File: src/rtl/rsa_decoder_if.sv
// rsa_decoder_if: start/done handshake and data buses of the RSA decryption engine.
// Ports: i_start (launch request), i_data_in (ciphertext), o_data_out (plaintext), o_done (completion pulse).
// master drives the request side (bench / host), slave is the engine.
interface rsa_decoder_if #(
  parameter int unsigned n_bit = 7
);
  logic             i_start;
  logic [n_bit-1:0] i_data_in;
  logic [n_bit-1:0] o_data_out;
  logic             o_done;

  modport master (output i_start, output i_data_in, input  o_data_out, input  o_done);
  modport slave  (input  i_start, input  i_data_in, output o_data_out, output o_done);
endinterface

File: src/rtl/rsa_decoder.sv
// rsa_decoder: fixed-key RSA decryption, data_out = data_in^d mod n, using one shared
//   bit-serial Montgomery multiplier (R = 2^n_bit) in a left-to-right square-and-multiply loop.
// Latency: done pulses 1 + (2 + d_bit + popcount(d)) * (n_bit + 2) cycles after the launch edge.
// Backpressure: none; start activity while busy (or during the done cycle) is ignored.
// Ports: i_clk clock; i_rst_n synchronous reset, active HIGH despite the suffix;
//   io_bus.i_start level request (0->1 launches), io_bus.i_data_in ciphertext sampled at launch,
//   io_bus.o_data_out last plaintext (held), io_bus.o_done one-cycle completion pulse.
module rsa_decoder #(
  parameter int unsigned n      = 79,
  parameter int unsigned n_bit  = 7,
  parameter int unsigned logr   = 3,
  parameter int unsigned p      = 1,
  parameter int unsigned Rmodn  = 49,
  parameter int unsigned R2modn = 31,
  parameter int unsigned d      = 47,
  parameter int unsigned d_bit  = 7
) (
  input  logic         i_clk,
  input  logic         i_rst_n,
  rsa_decoder_if.slave io_bus
);

  localparam logic [n_bit+1:0] N_T      = (n_bit + 2)'(n);
  localparam logic [n_bit-1:0] RMOD_C   = n_bit'(Rmodn);
  localparam logic [n_bit-1:0] R2_C     = n_bit'(R2modn);
  localparam logic [n_bit-1:0] ONE_C    = n_bit'(1);
  localparam logic [d_bit-1:0] D_VEC    = d_bit'(d);
  localparam logic [logr-1:0]  J_TOP    = logr'(d_bit - 1);
  localparam logic [logr-1:0]  CNT_LAST = logr'(n_bit - 1);
  localparam logic             P_BIT    = 1'(p);

  typedef enum logic [2:0] {
    S_IDLE, S_TO_MONT, S_SQUARE, S_MULT, S_FROM_MONT, S_DONE
  } state_t;

  // Sub-phase of the Montgomery multiply running in any of the MM states.
  typedef enum logic [1:0] {PH_LOAD, PH_ITER, PH_FIX} phase_t;

  state_t           r_state;
  phase_t           r_ph;
  logic [logr-1:0]  r_cnt;    // multiplier bit index within one MM
  logic [logr-1:0]  r_j;      // exponent bit index, MSB first
  logic [n_bit+1:0] r_t;      // Montgomery accumulator
  logic [n_bit-1:0] r_a;      // multiplier operand, shifted right each iteration
  logic [n_bit-1:0] r_b;      // multiplicand operand
  logic [n_bit-1:0] r_x;      // captured ciphertext
  logic [n_bit-1:0] r_xbar;   // ciphertext in Montgomery form
  logic [n_bit-1:0] r_acc;    // running power (Montgomery form), final result after FROM_MONT
  logic             r_start;
  logic             r_armed;  // low only in the first cycle after reset: a start held through reset is not an edge
  logic [n_bit-1:0] r_data_out;
  logic             r_done;

  logic [n_bit-1:0] w_op_a;
  logic [n_bit-1:0] w_op_b;
  logic [n_bit+1:0] w_sum;
  logic [n_bit+1:0] w_sum2;
  logic             w_q;
  logic [n_bit-1:0] w_res;
  logic             w_launch;

  assign io_bus.o_data_out = r_data_out;
  assign io_bus.o_done     = r_done;

  // A start edge coinciding with the done cycle is dropped on purpose.
  assign w_launch = r_armed & io_bus.i_start & ~r_start & ~r_done;

  // Operand selection for the MM being loaded; every multiplicand is already < n.
  always_comb begin
    w_op_a = r_acc;
    w_op_b = r_acc;
    case (r_state)
      S_TO_MONT: begin
        w_op_a = r_x;
        w_op_b = R2_C;
      end
      S_MULT:      w_op_b = r_xbar;
      S_FROM_MONT: w_op_b = ONE_C;
      default: ;
    endcase
  end

  // One radix-2 step: add a[i]*b, then add n if odd so the halving is exact.
  // The accumulator stays below 2n, so n_bit+2 bits never overflow.
  assign w_sum  = r_t + (r_a[0] ? {2'b00, r_b} : '0);
  assign w_q    = w_sum[0] & P_BIT;
  assign w_sum2 = w_sum + (w_q ? N_T : '0);
  assign w_res  = (r_t >= N_T) ? n_bit'(r_t - N_T) : n_bit'(r_t);

  always_ff @(posedge i_clk) begin
    if (i_rst_n) begin
      r_state    <= S_IDLE;
      r_ph       <= PH_LOAD;
      r_cnt      <= '0;
      r_j        <= '0;
      r_t        <= '0;
      r_a        <= '0;
      r_b        <= '0;
      r_x        <= '0;
      r_xbar     <= '0;
      r_acc      <= '0;
      r_start    <= 1'b0;
      r_armed    <= 1'b0;
      r_data_out <= '0;
      r_done     <= 1'b0;
    end else begin
      r_start <= io_bus.i_start;
      r_armed <= 1'b1;
      r_done  <= 1'b0;
      case (r_state)
        S_IDLE: begin
          if (w_launch) begin
            r_x     <= io_bus.i_data_in;
            r_ph    <= PH_LOAD;
            r_state <= S_TO_MONT;
          end
        end
        S_DONE: begin
          r_data_out <= r_acc;
          r_done     <= 1'b1;
          r_state    <= S_IDLE;
        end
        default: begin
          case (r_ph)
            PH_LOAD: begin
              r_t   <= '0;
              r_a   <= w_op_a;
              r_b   <= w_op_b;
              r_cnt <= '0;
              r_ph  <= PH_ITER;
            end
            PH_ITER: begin
              r_t   <= w_sum2 >> 1;
              r_a   <= r_a >> 1;
              r_cnt <= r_cnt + logr'(1);
              if (r_cnt == CNT_LAST) r_ph <= PH_FIX;
            end
            default: begin
              // Correction cycle: write the MM result back and pick the next step.
              // Advancing the exponent index happens here, so it costs no extra cycle.
              r_ph <= PH_LOAD;
              case (r_state)
                S_TO_MONT: begin
                  r_xbar  <= w_res;
                  r_acc   <= RMOD_C;
                  r_j     <= J_TOP;
                  r_state <= S_SQUARE;
                end
                S_SQUARE: begin
                  r_acc <= w_res;
                  if (D_VEC[r_j]) begin
                    r_state <= S_MULT;
                  end else if (r_j == '0) begin
                    r_state <= S_FROM_MONT;
                  end else begin
                    r_j     <= r_j - logr'(1);
                    r_state <= S_SQUARE;
                  end
                end
                S_MULT: begin
                  r_acc <= w_res;
                  if (r_j == '0) begin
                    r_state <= S_FROM_MONT;
                  end else begin
                    r_j     <= r_j - logr'(1);
                    r_state <= S_SQUARE;
                  end
                end
                S_FROM_MONT: begin
                  r_acc   <= w_res;
                  r_state <= S_DONE;
                end
                default: r_state <= S_IDLE;
              endcase
            end
          endcase
        end
      endcase
    end
  end

endmodule

File: src/flat_wrapper.sv
// flat-port wrapper written by rule: the top's interface ports become plain ports
module rsa_decoder_flat 
#(
  parameter int unsigned n      = 79,
  parameter int unsigned n_bit  = 7,
  parameter int unsigned logr   = 3,
  parameter int unsigned p      = 1,
  parameter int unsigned Rmodn  = 49,
  parameter int unsigned R2modn = 31,
  parameter int unsigned d      = 47,
  parameter int unsigned d_bit  = 7
)
  (i_clk, i_rst_n, io_bus_i_start, io_bus_i_data_in, io_bus_o_data_out, io_bus_o_done);
  rsa_decoder_if #(.n_bit(n_bit)) io_bus_i ();
  input  logic i_clk;
  input  logic i_rst_n;
  input wire logic [$bits(io_bus_i.i_start)-1:0] io_bus_i_start;
  input wire logic [$bits(io_bus_i.i_data_in)-1:0] io_bus_i_data_in;
  output wire logic [$bits(io_bus_i.o_data_out)-1:0] io_bus_o_data_out;
  output wire logic [$bits(io_bus_i.o_done)-1:0] io_bus_o_done;
  assign io_bus_i.i_start = io_bus_i_start;
  assign io_bus_i.i_data_in = io_bus_i_data_in;
  assign io_bus_o_data_out = io_bus_i.o_data_out;
  assign io_bus_o_done = io_bus_i.o_done;
  rsa_decoder #(.n(n), .n_bit(n_bit), .logr(logr), .p(p), .Rmodn(Rmodn), .R2modn(R2modn), .d(d), .d_bit(d_bit)) u_core (.i_clk(i_clk), .i_rst_n(i_rst_n), .io_bus(io_bus_i));
endmodule
File: config.mk
export PLATFORM = sky130hd
export DESIGN_NAME = rsa_decoder_flat
export DESIGN_NICKNAME = d
export VERILOG_FILES = /design/src/rtl/rsa_decoder_if.sv /design/src/rtl/rsa_decoder.sv /design/src/flat_wrapper.sv
export SDC_FILE = /design/constraint.sdc
export NUM_CORES = 1
export LEC_CHECK = 0
export CORE_ASPECT_RATIO = 1.5
export CORE_MARGIN = 5
export CORE_UTILIZATION = 59
export DETAILED_ROUTE_END_ITERATION = 6
export GPL_TIMING_DRIVEN = 0
export PLACE_DENSITY = 0.89
export RECOVER_POWER = 50
export SETUP_SLACK_MARGIN = 0.4
export SLEW_MARGIN = 20
export SYNTH_ARGS = -nofsm -noshare
export SYNTH_HDL_FRONTEND = slang
export SYNTH_SLANG_ARGS = --single-unit
File: constraint.sdc
create_clock -name i_clk -period 3.4 [get_ports i_clk]
set_input_delay 0.68 -clock i_clk [delete_from_list [all_inputs] [get_ports i_clk]]
set_output_delay 0.68 -clock i_clk [all_outputs]
set_load 0.005 [all_outputs]
==> out/qor.yml <==
outcome:
  status: "finished clean"
critical_path:
  cp_slowest_cell: "dfxtp_4"
  critical_path_arrival_ns: 3.22
  r2r_slack_ns: 0.41
  crit_fanout: 8
  path_class: "reg -> reg"
  required_ns: 3.63
  slowest_delay_ns: 0.37
  end_kind: "flop"
  r2r_end: "u_core.r_t[7]"
  timing.rr.start: "u_core.r_a[0]"
  worstRegToRegCells: 12
  worstSetupStartpointType: "flop"
  worstPathCellList: "and2_4 -> ha_4 -> fa_2 -> a211o_1 -> and3_4 -> o21a_1 -> nor2_2 -> xnor2_1 -> ha_1 -> a41o_1 -> and2_1 -> a221o_1"
clock_network:
  clock-root-buffer: "clkbuf_8"
  clkTransAtPathRegs_ns: 0.07
  clock_sinks: 65
  h-tree-depth: 3
  clockBufferDepth: 2
  clock_latency_ns: 0.34
  tritoncts: "done"
  cts_made_buffers: 9
hold_path:
  hold_class: "reg -> reg"
  hold_depth: 2
  hold_start: "u_core.r_a[3]"
  hold_end: "u_core.r_a[3]"
floorplan:
  ioPinCount: 18
  dieArea_sq_mm: 0.007493
  die-width_um: 72.37
  rows: 34
  start_util_pct: 59.93
  die_h_um: 103.5
  core_area_sq_mm: 0.005743
timing:
  hold_viol: 0
  fmax_mhz: 334.3
  setup_viol: 0
  min_period_ns: 2.991
  grt_setup_unrepaired: "yes"
  worst_slew_pin_slew_ns: 0.8254
  skew_ns: 0.007410
  drv_slew: 0
  relSlewSlack_pct: 44.39
  fin_tns_setup_ns: 0
  timing.final.crit_share_pct: 87.98
yosys:
  ys.flop_type: "dfxtp_1"
  synthArstFlopShare_pct: 0
  yosysSeqAreaShare_pct: 37.80
  synth_cell_type_count: 61
  synth_seq_cells: 65
  netlist_area_sq_mm: 0.003442
  netlist_instances: 412
  synth_edf_count: 0
  syn_nets: 439
  syn_area_per_cell_sq_um: 8.354
  yosysWarnings: 0
place:
  dpl.hpwl_um: 6515
  io_buffer_count: 17
  gp_congestion: 0.9100
pwr:
  pwr-share-comb_pct: 6.5
  power.density_mw_per_mm2: 386.8
  p_leak_nw: 1.681
  swShare_pct: 23.47
  p_seq_share_pct: 50.5
  p_clk_share_pct: 43.0
  power.switching_mw: 0.3622
  ir_worst_vdd_v: 0.0001972
  power.internal_mw: 1.181
layout:
  final_nets: 473
  area_growth_pct: 15.89
  layout-drive-gt1-share_pct: 9.778
  antennaDiodeCount: 0
  postLayoutCoreUtil_pct: 69.46
global_routing:
  grt_first_pass_wirelength_um: 15090
  track_usage_pct: 25.61
  antenna_found_initial: 0
  gr-total-overflow: 0
  grt_max_degree: 11
  grt_pass1_vias: 3265
route:
  via_count: 3209
  drt-met1-wl_um: 3506
  drcViolationCount: 0
  routed-wl-met2_um: 4695
  wirelength_um: 9161
  top_layer: "met4"
  drt_first_pass_iters: 5
  vias_per_cell: 6.148
  antenna_left: 0
  wl_met3_um: 398
  routedWlPerCell_um: 17.55
  drt_iter0_drc: 401
flow_run:
  drv_cap: 0
## synth_stat cells (all sizes together) (7+ instances only)
cell type   n  area share, %
dfxtp      65             38
nor2       64            7.1
a21oi      45            6.7
nand2      29            3.2
o21ai      22            3.2
mux2i      18            5.2
ha         16            5.8
clkbuf     13            1.4
inv        13            1.4
and2       11            2.0
nor3       11            1.9
buf         9            1.3
xor2        8            2.0
a22oi       7            1.5
xnor2       7            1.8
## cells in the final DEF, fill, tap and decap left out, types with 11 or more instances in the layout
cell type | Yosys | final
dfxtp_1 | 65 | 64
inv_1 | 12 | 12
nand2_1 | 29 | 29
ha_1 | 16 | 15
mux2i_1 | 18 | 18
nor2_1 | 63 | 62
a21oi_1 | 44 | 44
clkbuf_8 | 0 | 11
clkbuf_1 | 13 | 16
o21ai_0 | 12 | 13
## cell families after synthesis
kind of cell / synth area share (%)
compound gates: 23.26
xor+xnor: 3.817
fa+ha+maj: 6.398
buf+inv: 4.180
flops: 37.80
mux: 5.234
simple gates: 19.30
## layout make-up
type                       instances  area, sq um
multi-input combinational        312         2042
fill                             468         1754
sequential                        65         1305
timing repair buffer              23        215.2
clock buffer                      12        155.1
buffer                            22        92.59
tap                               72        90.09
inverter                          13        48.80
clock inverter                     3        40.04
## per-stage QoR
stage	hold slack (ns)	setup slack [ns]	instance area (sq um)	power [mW]	std cells
global placement	0.4437	0.2026	3702	0.8922	501
CTS	0.4581	0.3731	3956	1.536	520
global route	0.4797	0.3563	3989	1.582	522
finish	0.4559	0.4086	3989	1.543	522
floorplan	0.4364	0.4220	3442	0.8609	412
detailed placement	0.4489	0.1260	3702	0.8955	501
## flip-flops by register name, summed over array words and instances, names as in the netlist, named ones only
signal and flops:
u_core.io_bus.o_done 1, u_core.r_j 3, u_core.r_t 8, u_core.r_start 1, u_core.r_state 3, u_core.r_a 7, u_core.r_ph 2, u_core.io_bus.o_data_out 7
u_core.r_x 7, u_core.r_b 7, u_core.r_armed 1, u_core.r_acc 7, u_core.r_cnt 3, u_core.r_xbar 7
## power groups by stage
stage | clock network [mW] | registers (mW) | logic (mW)
2_1_floorplan | 0 | 0.795 | 0.0659
3_3_place_gp | 0 | 0.797 | 0.0955
3_5_place_dp | 0 | 0.797 | 0.0982
4_1_cts | 0.658 | 0.779 | 0.0991
5_1_grt | 0.692 | 0.780 | 0.110
6_report | 0.663 | 0.780 | 0.100
## worst max path at each step
stage          cells past startpoint          start  slack (ns)       endpoint
2_1_floorplan                     12  u_core.r_a[0]        0.42  u_core.r_t[7]
3_3_place_gp                      12  u_core.r_a[0]        0.20  u_core.r_t[7]
3_5_place_dp                      12  u_core.r_a[0]        0.13  u_core.r_t[7]
4_1_cts                           12  u_core.r_a[0]        0.37  u_core.r_t[7]
5_1_grt                           12  u_core.r_a[0]        0.36  u_core.r_t[7]
6_report                          12  u_core.r_a[0]        0.41  u_core.r_t[7]
## worst max-delay path: cells and delay by family (launching register included)
kind,cells,cell delay [ns]
AO/OA/AOI/OAI,4,0.99
adder cells (fa/ha/maj),3,0.77
AND/OR/NAND/NOR,4,0.63
flip-flops,1,0.37
XOR/XNOR,1,0.13
## layer usage
metal	global-route usage [%]	up-vias
li1	-	1527
met1	26.78	1512
met2	43.61	127
met3	3.876	43
met4	20.70	0
met5	0	-
## what timing repair did
action,4_1_cts,5_1_grt
pin swaps,6,5
resized for setup,9,2
buffers inserted,4,2
endpoints found under the setup margin,2,2
hold buffers,0,0
No activity file was read; power rests on OpenSTA's default activity.
